## src/rtl/jt49_wr_sched.sv

```systemverilog
// Two-requester write scheduler for the jt49 PSG register bus.
// Per-requester FIFOs drained round-robin, one write per cen edge plus a gap.
module jt49_wr_fifo #(
  parameter int DEPTH = 4,
  parameter int AW    = 2
) (
  input  logic        clk,
  input  logic        rst,
  input  logic        wr,
  input  logic [11:0] din,
  input  logic        pop,
  output logic [11:0] dout,
  output logic        empty,
  output logic        full,
  output logic        ovf
);

  logic [11:0]   mem [DEPTH];
  logic [AW-1:0] wptr;
  logic [AW-1:0] rptr;
  logic [AW:0]   cnt;
  logic          push;

  assign full  = cnt == (AW+1)'(DEPTH);
  assign empty = cnt == '0;
  assign push  = wr & ~full;
  assign dout  = mem[rptr];

  always_ff @(posedge clk) begin
    if (push) mem[wptr] <= din;
  end

  always_ff @(posedge clk or posedge rst) begin
    if (rst) begin
      wptr <= '0;
      rptr <= '0;
      cnt  <= '0;
      ovf  <= 1'b0;
    end else begin
      if (push) wptr <= wptr + 1'b1;
      if (pop)  rptr <= rptr + 1'b1;
      unique case ({push, pop})
        2'b10:   cnt <= cnt + (AW+1)'(1);
        2'b01:   cnt <= cnt - (AW+1)'(1);
        default: cnt <= cnt;
      endcase
      // full is judged on the registered count, so a same-edge pop
      // never makes room for a push
      if (wr & full) ovf <= 1'b1;
    end
  end

endmodule

module jt49_wr_sched #(
  parameter int DEPTH = 4,
  parameter int AW    = 2
) (
  input  logic       clk,
  input  logic       rst,
  input  logic       cen,
  input  logic       a_wr,
  input  logic [3:0] a_addr,
  input  logic [7:0] a_din,
  output logic       a_full,
  output logic       a_ovf,
  input  logic       b_wr,
  input  logic [3:0] b_addr,
  input  logic [7:0] b_din,
  output logic       b_full,
  output logic       b_ovf,
  output logic [3:0] psg_addr,
  output logic [7:0] psg_din,
  output logic       psg_cs_n,
  output logic       psg_wr_n,
  output logic       busy
);

  typedef enum logic [1:0] {
    IDLE,
    STROBE,
    GAP
  } state_t;

  state_t      state;
  state_t      state_nx;
  logic        rr_last_b;
  logic        a_empty;
  logic        b_empty;
  logic [11:0] a_dout;
  logic [11:0] b_dout;
  logic        grant_a;
  logic        grant_b;
  logic        pop_a;
  logic        pop_b;
  logic        cs_clr;

  jt49_wr_fifo #(.DEPTH(DEPTH), .AW(AW)) u_fifo_a (
    .clk   (clk),
    .rst   (rst),
    .wr    (a_wr),
    .din   ({a_addr, a_din}),
    .pop   (pop_a),
    .dout  (a_dout),
    .empty (a_empty),
    .full  (a_full),
    .ovf   (a_ovf)
  );

  jt49_wr_fifo #(.DEPTH(DEPTH), .AW(AW)) u_fifo_b (
    .clk   (clk),
    .rst   (rst),
    .wr    (b_wr),
    .din   ({b_addr, b_din}),
    .pop   (pop_b),
    .dout  (b_dout),
    .empty (b_empty),
    .full  (b_full),
    .ovf   (b_ovf)
  );

  // with both pending, the side not served last wins
  assign grant_a = ~a_empty & (b_empty | rr_last_b);
  assign grant_b = ~b_empty & ~grant_a;

  always_ff @(posedge clk or posedge rst) begin
    if (rst) state <= IDLE;
    else     state <= state_nx;
  end

  always_comb begin
    state_nx = state;
    unique case (state)
      IDLE:    if (grant_a | grant_b) state_nx = STROBE;
      STROBE:  if (cen) state_nx = GAP;
      GAP:     if (cen) state_nx = IDLE;
      default: state_nx = IDLE;
    endcase
  end

  always_comb begin
    pop_a  = (state == IDLE) & grant_a;
    pop_b  = (state == IDLE) & grant_b;
    cs_clr = (state == STROBE) & cen;
  end

  always_ff @(posedge clk or posedge rst) begin
    if (rst) begin
      psg_addr  <= 4'd0;
      psg_din   <= 8'd0;
      psg_cs_n  <= 1'b1;
      rr_last_b <= 1'b1;
    end else begin
      unique case (1'b1)
        pop_a: begin
          {psg_addr, psg_din} <= a_dout;
          psg_cs_n  <= 1'b0;
          rr_last_b <= 1'b0;
        end
        pop_b: begin
          {psg_addr, psg_din} <= b_dout;
          psg_cs_n  <= 1'b0;
          rr_last_b <= 1'b1;
        end
        cs_clr:  psg_cs_n <= 1'b1;
        default: psg_cs_n <= psg_cs_n;
      endcase
    end
  end

  assign psg_wr_n = psg_cs_n;
  assign busy     = (state != IDLE) | ~a_empty | ~b_empty;

endmodule
```

## config.mk

```make
export PLATFORM = sky130hd
export DESIGN_NAME = jt49_wr_sched
export DESIGN_NICKNAME = d
export VERILOG_FILES = /design/src/rtl/jt49_wr_sched.sv
export SDC_FILE = /design/constraint.sdc
export NUM_CORES = 1
export LEC_CHECK = 0
export ABC_CLOCK_PERIOD_IN_PS = 2900
export BUFFER_PORTS_ARGS = -buffer_cell sky130_fd_sc_hd__buf_2
export CAP_MARGIN = 5
export CORE_UTILIZATION = 55
export CTS_CLUSTER_DIAMETER = 40
export DETAILED_ROUTE_END_ITERATION = 16
export PLACE_DENSITY = 0.75
export SYNTH_ARGS = -nofsm -noshare
export SYNTH_HDL_FRONTEND = slang
export SYNTH_SLANG_ARGS = --single-unit
```

## constraint.sdc

```tcl
create_clock -name clk -period 2.9 [get_ports clk]
set_input_delay 0 -clock clk [delete_from_list [all_inputs] [get_ports clk]]
set_output_delay 0 -clock clk [all_outputs]
set_load 0.02 [all_outputs]
```

# After elaboration in Yosys (flattened, before gate mapping)
# Memories as Yosys holds them, arrays and structs flattened.
# Index checks and enable logic that the tools add are counted.
[word_totals] elab_cells=76 mem_count=2 register_bits=32 out_inout_bits=19 mem_bits_rw=96
[op_classes] reduce_logical=10 n_addsub=8 n_mux=14 n_bitwise=18 n_eq_ne=11
[memory_table] memory="u_fifo_a.mem" depth=4 word_bits=12 read_ports=1 rd_ports_with_merged_regs=0 wr=1 line_no="18" source="logic [11:0] mem [DEPTH];"
[memory_table] memory="u_fifo_b.mem" depth=4 word_bits=12 read_ports=1 rd_ports_with_merged_regs=0 wr=1 line_no="18"
[ops] operator="$pmux W8 S2" n=1
[ops] operator="$pmux W3 S2" n=2
[ops] operator="$reduce_bool A2 Y1" n=5
[ops] operator="$and A1 B1 Y1" n=9
[ops] operator="$add A2 B1 Y2 const B" n=4
[ops] operator="$pmux W4 S2" n=1
[ops] operator="$add A3 B1 Y3 const B" n=2
[ops] operator="$eq A2 B1 Y1 const B" n=3
[ops] operator="$eq A2 B2 Y1 const B" n=3
[ops] operator="$eq A3 B3 Y1 const B" n=2
[ops] operator="$logic_not A3 Y1" n=2
[ops] operator="$mux W2" n=3
[ops] operator="$ne A2 B2 Y1 const B" n=3
[ops] operator="$pmux W2 S3" n=1
[ops] operator="$sub A3 B1 Y3 const B" n=2
[ops] operator="$not A1 Y1" n=5
[ops] operator="$mux W1" n=4
[ops] operator="$or A1 B1 Y1" n=4
[ops] operator="$pmux W1 S2" n=2
[ops] operator="$reduce_and A3 Y1" n=1
[ops] operator="$logic_not A2 Y1" n=1
[ops] operator="$reduce_or A2 Y1" n=1

# Depth between registers and ports, before layout
# Gate-level depths: netlist of the first run.
[depth] word_depth=8 depth_mapped=10

# By module
# A second synthesis of the first run with hierarchy kept.
[hier_totals] hier_cells=293 hier_area_um2=5348.9
[modules_own_cells] module="jt49_wr_fifo" instances=2 cells_each=102 area_per_inst_um2=2227.1
[modules_own_cells] module="jt49_wr_sched" instances=1 cells_each=89 area_per_inst_um2=894.6

# Worst setup path after synthesis of the first run
# No wires, ideal clock.
[synth_path] kind="register -> register" from="register u_fifo_b.cnt[2]" to="register u_fifo_a.cnt[2]" setup_ps=79 required_ps=2821 synth_period_minus_slack_ps=2574 slack_ps=326 n_path_buf=2 path_stages_with_launch=11 arrival_time_ps=2495 cell_sequence="dfrtp_1 or3_1 buf_6 a2111oi_4 buf_6 ha_1 inv_1 fa_1 xor2_1 nor2_1 xor2_1"
[synth_via] elab_chain_len=6 word_cells_on_any_way=8 classes_between="eq/ne: 2; mux: 1; bitwise: 3; reduce/logical: 2"
[synth_rtl] element="start, declared" line_no="21" source="logic [AW:0] cnt;"
[synth_rtl] element="start signal, assigned" line_no="43" source="2'b10: cnt <= cnt + (AW+1)'(1);"
[synth_rtl] element="start signal, assigned" line_no="44" source="2'b01: cnt <= cnt - (AW+1)'(1);"
[synth_rtl] element="start signal, assigned" line_no="45" source="default: cnt <= cnt;"
[synth_rtl] element="$logic_not A3 Y1 *" line_no="25" source="assign empty = cnt == '0;"
[synth_rtl] element="$or A1 B1 Y1 *" line_no="123" source="assign grant_a = ~a_empty & (b_empty | rr_last_b);"
[synth_rtl] element="$and A1 B1 Y1 *" line_no="123"
[synth_rtl] element="$and A1 B1 Y1 *" line_no="142" source="pop_a = (state == IDLE) & grant_a;"
[synth_rtl] element="named net pop_a" line_no="94" source="logic pop_a;"
[synth_rtl] element="$eq A2 B1 Y1 or $eq A2 B2 Y1 (tied branches)" line_no="42" source="unique case ({push, pop})"
[synth_rtl] element="$pmux W3 S2 or $reduce_bool A2 Y1 (tied branches)"
[synth_rtl] element="end signal, assigned" line_no="43"
[synth_rtl] element="end signal, assigned" line_no="44"
[synth_rtl] element="end signal, assigned" line_no="45"
[synth_rtl] element="end, declared" line_no="21"
# The timed path passes the listed nets; every way through them passes the cells marked *.
# A chain may end at the register's enable or synchronous reset.

# Worst setup path after layout of the first run
[layout_path] from="register u_fifo_b.cnt[1]" to="register u_fifo_a.cnt[2]"
[layout_via] elab_chain_len=6 word_cells_on_any_way=8 classes_between="eq/ne: 2; mux: 1; bitwise: 3; reduce/logical: 2"
[layout_rtl] element="$logic_not A3 Y1 *" line_no="25"
[layout_rtl] element="$or A1 B1 Y1 *" line_no="123"
[layout_rtl] element="$and A1 B1 Y1 *" line_no="123"
[layout_rtl] element="$and A1 B1 Y1 *" line_no="142"
[layout_rtl] element="$eq A2 B1 Y1 or $eq A2 B2 Y1 (tied branches)" line_no="42"
[layout_rtl] element="$pmux W3 S2 or $reduce_bool A2 Y1 (tied branches)"
# Every way passes the cells marked *; elsewhere a longest branch is shown, timed or not.

==> metrics.txt, run 1 <==
run status completed; reg2reg setup slack roughly 0.50 ns; unrepaired setup endpoints after global routing false; startpoint type of the worst setup path flip-flop; crit path DAT 2.83 ns; final std cells w/o fill ~480; post-CTS resize count 0; WP data required ~3.3 ns; CTS H-tree lvls 4; Setup Skew roughly 0.0056 ns; post-synthesis register bit count between 100 and 150; postcts setup bufs 0; CTS tree yes; final setup vio count 0; Starting Density roughly 58%; DRT Pass-1 Iters 4; Initial DRC Count about 130; Root Buffer clkbuf_8; final worst-path cycle share between 80 and 90%; Worst Reg-to-Reg Cells 8; design area roughly 0.0064 sq mm; slowest CP cell dfrtp_1; Cell Chain, Critical Path or3_1 > a2111oi_4 > ha_1 > inv_1 > fa_1 > xor2_1 > nor2_1 > xor2_1; placed insts 422; Tightest Pin Transition approximately 0.64 ns; die area slightly below 0.01 sq mm; via count between 2000 and 3000; vias per cell 5.72; CORE AREA ~0.009 sq mm; Crit Reg-Reg Startpoint u_fifo_b.cnt[1]; Syn Std Cell Area slightly above 0.005 sq mm; dpl cell area ~0.0055 sq mm; post-synthesis sequential area ratio between 70% and 80%; vias in the first global route 2924; Residual DRC 0; worst IR drop on VDD 0.676 mV; DP HPWL 5.93 mm; Hold Path Class in2async; cells after synthesis roughly 270; maxcap violations 0; clk sinks 128; GR Overflow Total 0; Power Dens Cells between 1000 and 1500 mW/mm^2; largest net degree at the start of global routing 33; min Tclk post-route about 2.4 ns; YS warnings 0; drt wl/cell approximately 20 microns; FMAX 417 MHz; Setup crit end u_fifo_a.cnt[2]; port bufs 47; Crit. Startpoint u_fifo_b.cnt[1]; LEAKAGE 2.40 nW; reg-to-reg endpoint u_fifo_a.cnt[2]; Yosys cell types 40; Final Hold Fails 0; die height between 90 and 100 microns; I/O Pins between 40 and 50; Layout area overhead 23.2%; Die Wd 98.9 microns; CTS buffer count 17; first-pass GRT wire length 15.7 mm; Worst setup EP type flip-flop; row count 34; Placer Congestion between 0.7 and 0.8; cell repeated most along the worst path xor2_1; CP Class reg2reg; # fillers about 540; Max stage delay on crit path 0.43 ns; final net count between 400 and 500; setup_tns 0 ns; routed wire length a little under 10 mm; Mapped Nets around 310; ant diodes 0; number of routed nets with antenna violations 0; Mapped Avg Cell Area 19.0 sq um; Rel. slew slack 57.2%; initial antenna violation count 0; gr usage total between 20% and 30%; Clk pin slew, worst setup/hold paths 0.06 ns; worst-skew pair later-pin latency 0.51 ns; clock tree buffer depth 2; layout cell share with drive strength beyond 1 a little under a third; max-slew violation count 0; critical path fanouts, max 5
## synth_stat cells, drive strengths merged
library cell  instances  area share [%]
edfxtp               96              56
dfrtp                30              15
mux4                 24              10
inv                  15             1.1
a221o                12             2.3
and4                 12             2.1
ha                   10             2.4
buf                   9             1.1
and2                  8            0.97
xnor2                 6             1.0
xor2                  6             1.2
o21ai                 5            0.48
clkbuf                4            0.29
nor2                  3            0.22
nor2b                 3            0.36
nor3                  3            0.29
a21o                  2            0.29
a21oi                 2            0.19
dfstp                 2             1.0
fa                    2            0.78
mux2                  2            0.44
nand2                 2            0.15
nor3b                 2            0.39
or3                   2            0.24
a2111oi               1            0.53
a211oi                1            0.15
a31o                  1            0.17
and3                  1            0.12
mux2i                 1            0.19
nand2b                1            0.12
nand3                 1           0.097
nand4                 1            0.12
o2111ai               1            0.17
o31ai                 1            0.15
## per-layer routing
metal | GRT usage, % | up-vias | wire length [microns]
met5 | 0 | - | 0
met4 | 8.50 | 0 | 100
met3 | 5.60 | 12 | 377
met2 | 36.8 | 83 | 5130
met1 | 29.6 | 1408 | 4030
li1 | - | 1254 | -
## cells in the final DEF (no fill, tap or decap), types with 3 or more instances in the layout
| cell type | n |
|---|---|
| edfxtp_1 | 96 |
| buf_2 | 47 |
| dfrtp_1 | 30 |
| dlygate4sd3_1 | 28 |
| mux4_2 | 24 |
| clkbuf_16 | 16 |
| inv_1 | 15 |
| a221o_1 | 12 |
| and4_1 | 11 |
| ha_1 | 10 |
| and2_1 | 8 |
| buf_4 | 8 |
| xnor2_1 | 6 |
| o21ai_0 | 5 |
| xor2_1 | 5 |
| nor2b_1 | 3 |
| nor3_1 | 3 |
| nor2_1 | 3 |
| clkinv_4 | 3 |
| clkinv_2 | 3 |
## how the worst min path moves through the flow
stage,start,endpoint,cells past startpoint
final,rst,u_fifo_a.wptr[1],4
after global routing,rst,u_fifo_a.wptr[1],4
after CTS,rst,u_fifo_a.wptr[1],4
after detailed placement,rst,u_fifo_a.ovf,3
after global placement,rst,u_fifo_a.wptr[1],3
after floorplan,cen,state[0],1
## registers in the layout (all words and copies together) (netlist names), 2 cells and up
name / flops
u_fifo_b.mem: 48
psg_din: 8
psg_addr: 4
u_fifo_b.rptr: 2
u_fifo_a.rptr: 2
u_fifo_a.mem: 48
u_fifo_b.cnt: 3
u_fifo_a.wptr: 2
u_fifo_b.wptr: 2
u_fifo_a.cnt: 3
state: 2
## stage by stage
step / total power, W / util [%] / hold WS, ns / setup WS, ns
after floorplan: 0.00435 / - / 0.0986 / 0.326
after global placement: 0.00487 / 62.1 / 0.0967 / 0.567
after detailed placement: 0.00496 / 62.1 / 0.118 / 0.506
after CTS: 0.00701 / 71.5 / 0.120 / 0.497
after global routing: 0.00733 / 71.5 / 0.173 / 0.317
final: 0.00696 / 71.5 / 0.130 / 0.505
## cells by family (layout without fill, tap and decap cells)
| kind of cell | count (synthesis) | count (layout) | synth area share [%] |
|---|---|---|---|
| AO/OA/AOI/OAI | 26 | 26 | 4.46 |
| XOR/XNOR | 12 | 12 | 2.18 |
| adder cells (fa/ha/maj) | 12 | 12 | 3.20 |
| buffers and inverters | 28 | 130 | 2.52 |
| flip-flops | 128 | 128 | 71.4 |
| multiplexers | 27 | 27 | 11.1 |
| AND/OR/NAND/NOR | 39 | 39 | 5.14 |
## critical path: cells and delay by family (launching register included)
kind / cells / cell delay (ns)
buffers and inverters: 1 / 0.06
AND/OR/NAND/NOR: 2 / 0.54
XOR/XNOR: 2 / 0.31
flip-flops: 1 / 0.43
adder cells (fa/ha/maj): 2 / 0.60
AO/OA/AOI/OAI: 1 / 0.38
## power breakdown
group / switching (W) / total (W) / leakage (nW) / internal, W
logic: 0.00112 / 0.00210 / 0.876 / 0.000979
clock network: 0.000769 / 0.00199 / 0.270 / 0.00122
registers: 0.000347 / 0.00287 / 1.26 / 0.00253
total: 0.00224 / 0.00696 / 2.40 / 0.00472
## cell type report
cell class                      instances  area [sq um]  share of cell area, %
Timing Repair Buffer                   83           576                   9.05
Inverter                               15          56.3                  0.885
Sequential cell                       128          3690                   58.0
Clock buffer                           18           418                   6.57
Multi-Input combinational cell        116          1350                   21.2
Clock inverter                         14           141                   2.22
Tap cell                              108           135                   2.13
## what timing repair did
action / CTS / global route
hold buffers: 28 / 0
endpoints found under the setup margin: 0 / 0
endpoints found under the hold margin: 135 / 0
No activity file was read; power rests on OpenSTA's default activity.
==> run 2, diff against run 1 <==
--- a/config.mk
+++ b/config.mk
@@ -5,10 +5,10 @@
 export SDC_FILE = /design/constraint.sdc
 export NUM_CORES = 1
 export LEC_CHECK = 0
-export ABC_CLOCK_PERIOD_IN_PS = 2900
+export ABC_CLOCK_PERIOD_IN_PS = 1900
 export BUFFER_PORTS_ARGS = -buffer_cell sky130_fd_sc_hd__buf_2
 export CAP_MARGIN = 5
-export CORE_UTILIZATION = 55
+export CORE_UTILIZATION = 53
 export CTS_CLUSTER_DIAMETER = 40
 export DETAILED_ROUTE_END_ITERATION = 16
 export PLACE_DENSITY = 0.75
==> constraint.sdc (replaced) <==
create_clock -name clk -period 1.9 [get_ports clk]
set_input_delay 0 -clock clk [delete_from_list [all_inputs] [get_ports clk]]
set_output_delay 0 -clock clk [all_outputs]
set_load 0.02 [all_outputs]
==> metrics.txt, run 2 (same netlist as run 1, synthesis figures left out) <==
clk sinks 128 (unchanged); Residual DRC 0 (unchanged); met3 GRT Util 5.96% (was 5.60%); unrepaired setup endpoints after global routing true (was false); initial antenna violation count 0 (unchanged); startpoint type of the worst setup path flip-flop (unchanged); Crit Reg-Reg Startpoint u_fifo_b.cnt[1] (unchanged); Die Wd 101 microns (was 98.9 microns); slowest CP cell or3_4 (was dfrtp_1); Power Dens Cells 1710 mW/mm^2 (was 1090 mW/mm^2); DP HPWL 5.87 mm (was 5.93 mm); row count 35 (was 34); FMAX 447 MHz (was 417 MHz); CTS tree yes (unchanged); largest net degree at the start of global routing 33 (unchanged); first-pass GRT wire length 16.3 mm (was 15.7 mm); Initial DRC Count 135 (was 129); crit path DAT 2.62 ns (was 2.83 ns); Worst Reg-to-Reg Cells 11 (was 8); vias per cell 5.37 (was 5.72); via count 2906 (was 2757); Placer Congestion 0.732 (was 0.726); Setup Skew 0.00956 ns (was 0.00555 ns); die area 0.0101 sq mm (was 0.00978 sq mm); Layout area overhead 34.0% (was 23.2%); setup_tns -1.08 ns (was 0 ns); clock tree buffer depth 2 (unchanged); DRT Pass-1 Iters 4 (unchanged); die height 101 microns (was 98.9 microns); I/O Pins 48 (unchanged); Clk pin slew, worst setup/hold paths 0.06 ns (about the same); CTS H-tree lvls 4 (unchanged); failing checks setup timing; met2 usage 37.8% (was 36.8%); gr usage total 22.7% (was 22.5%); Worst setup EP type flip-flop (unchanged); vias in the first global route 3061 (was 2924); biggest regs u_fifo_a.mem: 48 flops, u_fifo_b.mem: 48 flops, psg_din: 8 flops (unchanged); CTS buffer count 17 (unchanged); Cell Chain, Critical Path or3_4 > buf_4 > buf_6 > buf_6 > and3_4 > ha_4 > inv_2 > fa_2 > xor2_1 > nor2_1 > xor2_1 (was or3_1 > a2111oi_4 > ha_1 > inv_1 > fa_1 > xor2_1 > nor2_1 > xor2_1); final setup vio count 4 (was 0); reg2reg setup slack -0.34 ns (was 0.50 ns); Root Buffer clkbuf_8 (unchanged); LEAKAGE 2.65 nW (was 2.40 nW); CORE AREA 0.00933 sq mm (was 0.00889 sq mm); port bufs 47 (unchanged); GR met1 Demand/Resource 28.6% (was 29.6%); critical path fanouts, max 2 (was 5); max-slew violation count 0 (unchanged); most frequent cells in the layout 96 x edfxtp_1, 47 x buf_2, 33 x buf_4 (was 96 x edfxtp_1, 47 x buf_2, 30 x dfrtp_1); Max stage delay on crit path 0.41 ns (was 0.43 ns); worst-skew pair later-pin latency 0.51 ns (about the same); final net count 440 (was 402); WP data required 2.28 ns (was 3.34 ns); drt wl/cell 18.9 microns (was 20.0 microns); min Tclk post-route 2.24 ns (was 2.40 ns); number of routed nets with antenna violations 0 (unchanged); ant diodes 0 (unchanged); Final Worst Setup Slack -0.339 ns (was 0.505 ns); reg-to-reg endpoint u_fifo_b.cnt[2] (was u_fifo_a.cnt[2]); final worst-path cycle share 118% (was 82.6%); Final Hold Fails 0 (unchanged); busiest grt layer met2 (unchanged); Starting Density 55.3% (was 58.1%); fin util 74.2% (was 71.5%); layout cell share with drive strength beyond 1 41.3% (was 30.7%); routed wire length 10.2 mm (was 9.65 mm); Tightest Pin Transition 0.443 ns (was 0.642 ns); Hold Path Class in2async (unchanged); run status complete, but fails checks (was completed); GR Overflow Total 0 (unchanged); Rel. slew slack 70.5% (was 57.2%); CP Class reg2reg (unchanged); final hold slack 0.130 ns (about the same); maxcap violations 0 (unchanged); commonest non-fill, non-tap cell in the layout edfxtp_1 (unchanged); worst IR drop on VDD 0.733 mV (was 0.676 mV)
==> run 2: worst max path at each step <==
stage	from	endpoint	slack [ns]	depth (start not counted)
after floorplan	u_fifo_b.cnt[1]	u_fifo_a.cnt[2]	-0.55	10
after CTS	u_fifo_b.cnt[1]	u_fifo_a.cnt[2]	-0.30	8
final	u_fifo_b.cnt[1]	u_fifo_b.cnt[2]	-0.34	11
after global placement	u_fifo_b.cnt[1]	u_fifo_a.cnt[2]	-0.27	8
after detailed placement	u_fifo_b.cnt[1]	u_fifo_a.cnt[2]	-0.33	8
after global routing	u_fifo_b.cnt[1]	u_fifo_a.cnt[2]	-0.39	8
==> run 2: timing repair <==
action | CTS | global route
setup buffers | 7 | 2
cloned | 0 | 1
hold buffers | 28 | 0
setup endpoints to repair | 4 | 16
pin swaps | 7 | 5
resized for setup | 11 | 11
endpoints found under the hold margin | 133 | 0
==> run 2: cell type report <==
class,count,area (sq um)
inverter,15,56.3
multi-input combinational,116,1430
sequential,128,3690
clock inverter,14,180
timing repair buffer,121,988
tap,129,161
fill,541,2410
clock buffer,18,418
==> run 2: report_power, final <==
part           switching (W)  internal (W)  total [W]
Sequential          0.000393       0.00385    0.00424
Combinational        0.00213       0.00224    0.00437
Clock                0.00123       0.00202    0.00325
Total                0.00375       0.00811     0.0119
==> run 2: worst max-delay path: cells and delay by family (launching register included) <==
| family | cells | cell delay [ns] |
|---|---|---|
| and+or+nand+nor | 3 | 0.66 |
| buffers and inverters | 4 | 0.40 |
| xor gates and xnor gates | 2 | 0.32 |
| adders and majority gates | 2 | 0.34 |
| DFF | 1 | 0.38 |
==> run 2: stage by stage <==
step | worst slack [ns] | power (W) | cells | area (sq um)
2_1_floorplan | -0.548 | 0.00675 | 272 | 5210
3_3_place_gp | -0.274 | 0.00809 | 472 | 5910
3_5_place_dp | -0.327 | 0.00823 | 472 | 5910
4_1_cts | -0.304 | 0.0118 | 539 | 6880
5_1_grt | -0.391 | 0.0125 | 541 | 6920
6_report | -0.339 | 0.0119 | 541 | 6920
==> run 2: metal layers <==
layer  part of all wire [%]  wire (microns)
met2                     53            5480
met1                     42            4300
met5                      0               0
met3                    3.8             387
met4                   0.78              80
